File: config.mk
export PLATFORM = sky130hd
export DESIGN_NAME = pc_sequencer
export DESIGN_NICKNAME = d
export VERILOG_FILES = /design/src/rtl/pipeline_pkg.sv /design/src/rtl/load_use_detect.sv /design/src/rtl/pc_sequencer.sv
export SDC_FILE = /design/constraint.sdc
export NUM_CORES = 1
export LEC_CHECK = 0
export ABC_CLOCK_PERIOD_IN_PS = 12700
export CAP_MARGIN = 20
export CORE_UTILIZATION = 39
export CTS_BUF_LIST = sky130_fd_sc_hd__clkbuf_8
export DETAILED_ROUTE_END_ITERATION = 6
export PLACE_DENSITY_LB_ADDON = 0.3
export SYNTH_ARGS = -nofsm -noshare
export SYNTH_HDL_FRONTEND = slang
export SYNTH_HIERARCHICAL = 1
export SYNTH_SLANG_ARGS = --single-unit
File: constraint.sdc
create_clock -name clk -period 12.7 [get_ports clk]
set_input_delay 1.905 -clock clk [delete_from_list [all_inputs] [get_ports clk]]
set_output_delay 1.905 -clock clk [all_outputs]
set_load 0.03 [all_outputs]
File: src/rtl/pipeline_pkg.sv
// Shared constants for the MIPS front end: sequencer state codes,
// exception vector and boot PC.
package pipeline_pkg;

    localparam logic [1:0] ST_RUN  = 2'd0;
    localparam logic [1:0] ST_PEND = 2'd1;
    localparam logic [1:0] ST_EXC  = 2'd2;

    localparam logic [31:0] EXC_VEC_DFLT = 32'h8000_0180;
    localparam logic [31:0] BOOT_PC      = 32'h0040_0000;

    typedef enum logic [1:0] {
        S_RUN  = ST_RUN,
        S_PEND = ST_PEND,
        S_EXC  = ST_EXC
    } seq_state_t;

endpackage

File: src/rtl/load_use_detect.sv
// Load-use hazard compare: a load in EX writing a register
// that the instruction in ID reads.
module load_use_detect (
    input  logic       mem_read,
    input  logic [4:0] ex_rt,
    input  logic [4:0] id_rs,
    input  logic [4:0] id_rt,
    output logic       hazard
);

    assign hazard = mem_read && (ex_rt != 5'd0) &&
                    ((ex_rt == id_rs) || (ex_rt == id_rt));

endmodule

File: src/rtl/pc_sequencer.sv
// Next-PC selection, IF/ID hold/flush, load-use bubbles, redirects
// that wait for instruction memory, and exception entry.
module pc_sequencer
    import pipeline_pkg::*;
#(
    parameter int             N       = 32,
    parameter logic [N-1:0]   EXC_VEC = N'(EXC_VEC_DFLT),
    parameter int             CNT_W   = 16
) (
    input  logic             clk,
    input  logic             reset,
    input  logic [N-1:0]     PC_Current,
    input  logic             IMem_Ready,
    input  logic [4:0]       IF_ID_Rs,
    input  logic [4:0]       IF_ID_Rt,
    input  logic             ID_EX_MemRead,
    input  logic [4:0]       ID_EX_Rt,
    input  logic             ID_Branch_Taken,
    input  logic [N-1:0]     ID_Branch_Tgt,
    input  logic             ID_Jump,
    input  logic [N-1:0]     ID_Jump_Tgt,
    input  logic             Exception,
    output logic [N-1:0]     NewPC,
    output logic             PC_Write,
    output logic             IF_ID_Write,
    output logic             IF_ID_Flush,
    output logic             ID_EX_Bubble,
    output logic [N-1:0]     EPC,
    output logic [CNT_W-1:0] Stall_Count
);

    seq_state_t   state, state_n;
    logic [N-1:0] pend_tgt, pend_n;
    logic [N-1:0] epc_n;
    logic [N-1:0] pc_plus4;
    logic [N-1:0] redir_tgt;
    logic         load_use;

    load_use_detect u_lud (
        .mem_read (ID_EX_MemRead),
        .ex_rt    (ID_EX_Rt),
        .id_rs    (IF_ID_Rs),
        .id_rt    (IF_ID_Rt),
        .hazard   (load_use)
    );

    assign pc_plus4  = PC_Current + N'(4);
    // Jump outranks a taken branch when both resolve together.
    assign redir_tgt = ID_Jump ? ID_Jump_Tgt : ID_Branch_Tgt;

    always_comb begin
        state_n      = state;
        pend_n       = pend_tgt;
        epc_n        = EPC;
        NewPC        = pc_plus4;
        PC_Write     = 1'b0;
        IF_ID_Write  = 1'b0;
        IF_ID_Flush  = 1'b0;
        ID_EX_Bubble = 1'b0;
        if (reset) begin
            NewPC       = PC_Current;
            PC_Write    = 1'b1;
            IF_ID_Write = 1'b1;
            state_n     = S_RUN;
        end else begin
            unique case (state)
                S_RUN: begin
                    if (Exception) begin
                        NewPC        = EXC_VEC;
                        IF_ID_Flush  = 1'b1;
                        ID_EX_Bubble = 1'b1;
                        epc_n        = PC_Current;
                        state_n      = S_EXC;
                    end else if (load_use) begin
                        PC_Write     = 1'b1;
                        IF_ID_Write  = 1'b1;
                        ID_EX_Bubble = 1'b1;
                    end else if (ID_Jump || ID_Branch_Taken) begin
                        IF_ID_Flush = 1'b1;
                        if (IMem_Ready) begin
                            NewPC = redir_tgt;
                        end else begin
                            PC_Write = 1'b1;
                            pend_n   = redir_tgt;
                            state_n  = S_PEND;
                        end
                    end else if (!IMem_Ready) begin
                        PC_Write    = 1'b1;
                        IF_ID_Flush = 1'b1;
                    end
                end
                S_PEND: begin
                    IF_ID_Flush = 1'b1;
                    if (Exception) begin
                        NewPC        = EXC_VEC;
                        ID_EX_Bubble = 1'b1;
                        epc_n        = PC_Current;
                        state_n      = S_EXC;
                    end else if (IMem_Ready) begin
                        NewPC   = pend_tgt;
                        state_n = S_RUN;
                    end else begin
                        PC_Write = 1'b1;
                    end
                end
                S_EXC: begin
                    IF_ID_Flush = 1'b1;
                    PC_Write    = !IMem_Ready;
                    state_n     = S_RUN;
                end
                default: state_n = S_RUN;
            endcase
        end
    end

    always_ff @(posedge clk or posedge reset) begin
        if (reset) begin
            state       <= S_RUN;
            pend_tgt    <= '0;
            EPC         <= '0;
            Stall_Count <= '0;
        end else begin
            state    <= state_n;
            pend_tgt <= pend_n;
            EPC      <= epc_n;
            if (PC_Write && !(&Stall_Count))
                Stall_Count <= Stall_Count + 1'b1;
        end
    end

endmodule

==> impl_metrics.json <==
{
  "status": "completed",
  "synth_area_leaders": "dfrtp_1 (37%), mux2_2 (13%), a21oi_1 (4.3%)",
  "synth_top_area_share_pct": 37.0,
  "vias_per_cell": 5.71,
  "stdcell_count": 956,
  "final_nets": 896,
  "grt_start_max_net_pins": 64,
  "clk_pin_slew_worst_paths_ps": 80,
  "grt_pass1_wl_mm": 28.1,
  "layout_min_cycle_time_ps": 7590,
  "synth_area_leader_cell": "dfrtp_1",
  "slowest_delay_ps": 940,
  "place_hpwl_mm": 13.9,
  "end_kind": "primary output",
  "cts_setup_buffers": 0,
  "die-area_sq_mm": 0.0147,
  "p_leak_uw": 0.00309,
  "num_vias": 5459,
  "yosys_register_bits": 82,
  "tightest_slew_ps": 1020,
  "critPathKind": "in2out",
  "synth_top_flop_cell": "dfrtp_1",
  "syn-num-nets": 713,
  "hold_buffers": 0,
  "path_cells": "clkdlybuf4s50_1 -> or4_1 -> o21ai_1 -> a21oi_1 -> o21bai_1 -> a211oi_1 -> buf_4 -> a21oi_1 -> o21ai_0 -> o21ai_0 -> clkdlybuf4s50_1",
  "syn_to_final_growth_pct": 42.9,
  "fillCellCount": 1215,
  "rows": 43,
  "ir_worst_vdd_mv": 0.127,
  "cp_max_fo": 6,
  "die_h_um": 121,
  "rsz0062_at_grt": "false",
  "io_buffers": 201,
  "r2r_slack_ps": 10030,
  "fin_crit_sh_pct": 59.8,
  "grt_pass1_vias": 5225,
  "track_usage_pct": 25.4,
  "drcViolationCount": 0,
  "whs_ps": 489,
  "setup_tns_ps": 0,
  "final-hold-violation-count": 0,
  "p_int_uw": 679,
  "cts_resized": 0,
  "wire_per_inst_um": 19.1,
  "antennaDiodeCount": 0,
  "timing.fmax_mhz": 132,
  "yosysWarnings": 6,
  "fin_total_pwr_uw": 1070,
  "syn_inst": 589,
  "cts_sinks": 82,
  "power_frac_clock_pct": 22.4,
  "synth_edf_count": 0,
  "first_pass_iters": 6,
  "combPwrFrac_pct": 41.7,
  "synth_most_common_cell": "dfrtp_1",
  "routed_wl_mm": 18.3,
  "root_buffer": "clkbuf_8",
  "core_area_sq_mm": 0.0139,
  "syn_area_sq_mm": 0.00554,
  "initial_core_util_pct": 39.9,
  "synth-seq-area-share_pct": 37.0,
  "cts_tree": "built",
  "boundaryPins": 202,
  "cts_buffers": 9,
  "cap_viol_max_count": 0,
  "hold_class": "reg2reg",
  "arrival_ps": 5690,
  "report.final.slew_viol_count": 0,
  "die_w_um": 121,
  "critPathLaunchType": "input pin",
  "drtIter0Drc": 400,
  "cts_buffer_depth": 2,
  "synth.avg_cell_area_sq_um": 9.40,
  "crit_required_ps": 10800,
  "p_sw_uw": 389,
  "finalSetupViolations": 0,
  "clkLatencyLatePin_ps": 380,
  "placedCellCount": 941,
  "antenna_found_initial": 0,
  "drive_gt1_share_pct": 13.5,
  "crit_slowest_cell": "a211oi_1",
  "finalClockSkew_ps": 14.0,
  "grt_overflow_total": 0,
  "ant_nets": 0,
  "swShare_pct": 36.4,
  "p_per_area_mw_per_mm2": 135,
  "seqPwrFrac_pct": 35.9,
  "post-place-ws_ps": 5120,
  "setup_ws_ps": 5110,
  "globalplace.congestion": 0.921,
  "synthArstFlopShare_pct": 100,
  "ys_types": 72,
  "maxSlewHeadroom_pct": 31.4,
  "yosys-top-cells-count": "dfrtp_1 (82), mux2_2 (66), a21oi_1 (48)",
  "htreeDepth": 3
}
-- final cells by class --
type                            count  area, sq um  share of cell area, %
Tap cell                          180          225                   2.85
Timing Repair Buffer              207         2050                   25.9
Clock inverter                      4         98.8                   1.25
Clock buffer                       11          151                   1.91
Multi-Input combinational cell    450         3250                   41.1
Inverter                           22         85.1                   1.08
Sequential cell                    82         2050                   25.9
-- cells by family (layout without fill, tap and decap cells) --
| group | Yosys count | after routing | share of synthesized area, % |
|---|---|---|---|
| simple gates | 165 | 165 | 16.2 |
| flops | 82 | 82 | 37.0 |
| fa+ha+maj | 6 | 6 | 1.36 |
| buf+inv | 57 | 244 | 4.43 |
| compound gates | 175 | 175 | 21.3 |
| xor+xnor | 26 | 26 | 4.11 |
| mux | 78 | 78 | 15.6 |
-- registers in the layout (all words and copies together), names as in the netlist --
| register | count |
|---|---|
| pend_tgt | 32 |
| EPC | 32 |
| Stall_Count | 16 |
| state | 2 |
-- power groups by stage --
stage | clock (uW) | combinational (uW) | sequential [uW]
2_1_floorplan | 0 | 186 | 451
3_3_place_gp | 0 | 438 | 384
3_5_place_dp | 0 | 445 | 387
4_1_cts | 246 | 446 | 382
5_1_grt | 256 | 474 | 393
6_report | 240 | 445 | 383
-- worst paths after layout --
path,from,to,cells past startpoint
worst max-delay path,ID_EX_Rt[1],NewPC[14],11
worst min-delay path,EPC[5]$_DFFE_PP0P_,EPC[5]$_DFFE_PP0P_,2
worst max register to register,state[0]$_DFFE_PP0P_,pend_tgt[18]$_DFFE_PP0P_,6
worst min register to register,EPC[5]$_DFFE_PP0P_,EPC[5]$_DFFE_PP0P_,2
max in group asynchronous,reset,EPC[20]$_DFFE_PP0P_,4
min in group asynchronous,reset,EPC[13]$_DFFE_PP0P_,3
-- layer usage --
layer | global-route usage, % | part of all wire [%] | vias up
li1 | - | - | 2572
met1 | 34.9 | 44 | 2626
met3 | 5.78 | 7.7 | 26
met5 | 0 | 0 | -
met2 | 39.1 | 46 | 235
met4 | 9.03 | 2.0 | 0
-- placed cells by master (no fill, tap or decap), types with 4 or more instances in the layout --
| cell type | synthesis | layout |
|---|---|---|
| o22ai_1 | 5 | 5 |
| inv_1 | 21 | 20 |
| nand4_1 | 18 | 18 |
| a21oi_1 | 48 | 48 |
| clkbuf_8 | 0 | 11 |
| nor3_1 | 9 | 8 |
| xnor2_1 | 18 | 18 |
| a221oi_1 | 13 | 13 |
| mux2_2 | 66 | 66 |
| xor2_1 | 8 | 8 |
| and3_1 | 6 | 6 |
| a2bb2oi_1 | 13 | 13 |
| o21ai_0 | 40 | 40 |
| nand2_1 | 45 | 45 |
| a211oi_1 | 6 | 6 |
| nor2_1 | 30 | 30 |
| nor2b_1 | 5 | 5 |
| dfrtp_1 | 82 | 82 |
| nand2b_1 | 4 | 4 |
| clkdlybuf4s50_1 | 0 | 199 |
| a221o_1 | 6 | 6 |
| buf_4 | 1 | 6 |
| nand3_1 | 24 | 24 |
| mux2i_1 | 11 | 11 |
| o21a_1 | 7 | 7 |
| ha_1 | 6 | 6 |
-- critical path, delay by kind of cell --
family          cells  cell delay, ps
simple gates        1             550
compound gates      7            1830
buf+inv             3            1400
-- stage by stage --
step / utilization, % / cell area [sq um]
6_report: 57.0 / 7910
5_1_grt: 57.0 / 7910
4_1_cts: 57.0 / 7910
3_5_place_dp: 55.2 / 7660
3_3_place_gp: 55.2 / 7660
2_1_floorplan: - / 5540
No activity file was read; power rests on OpenSTA's default activity.
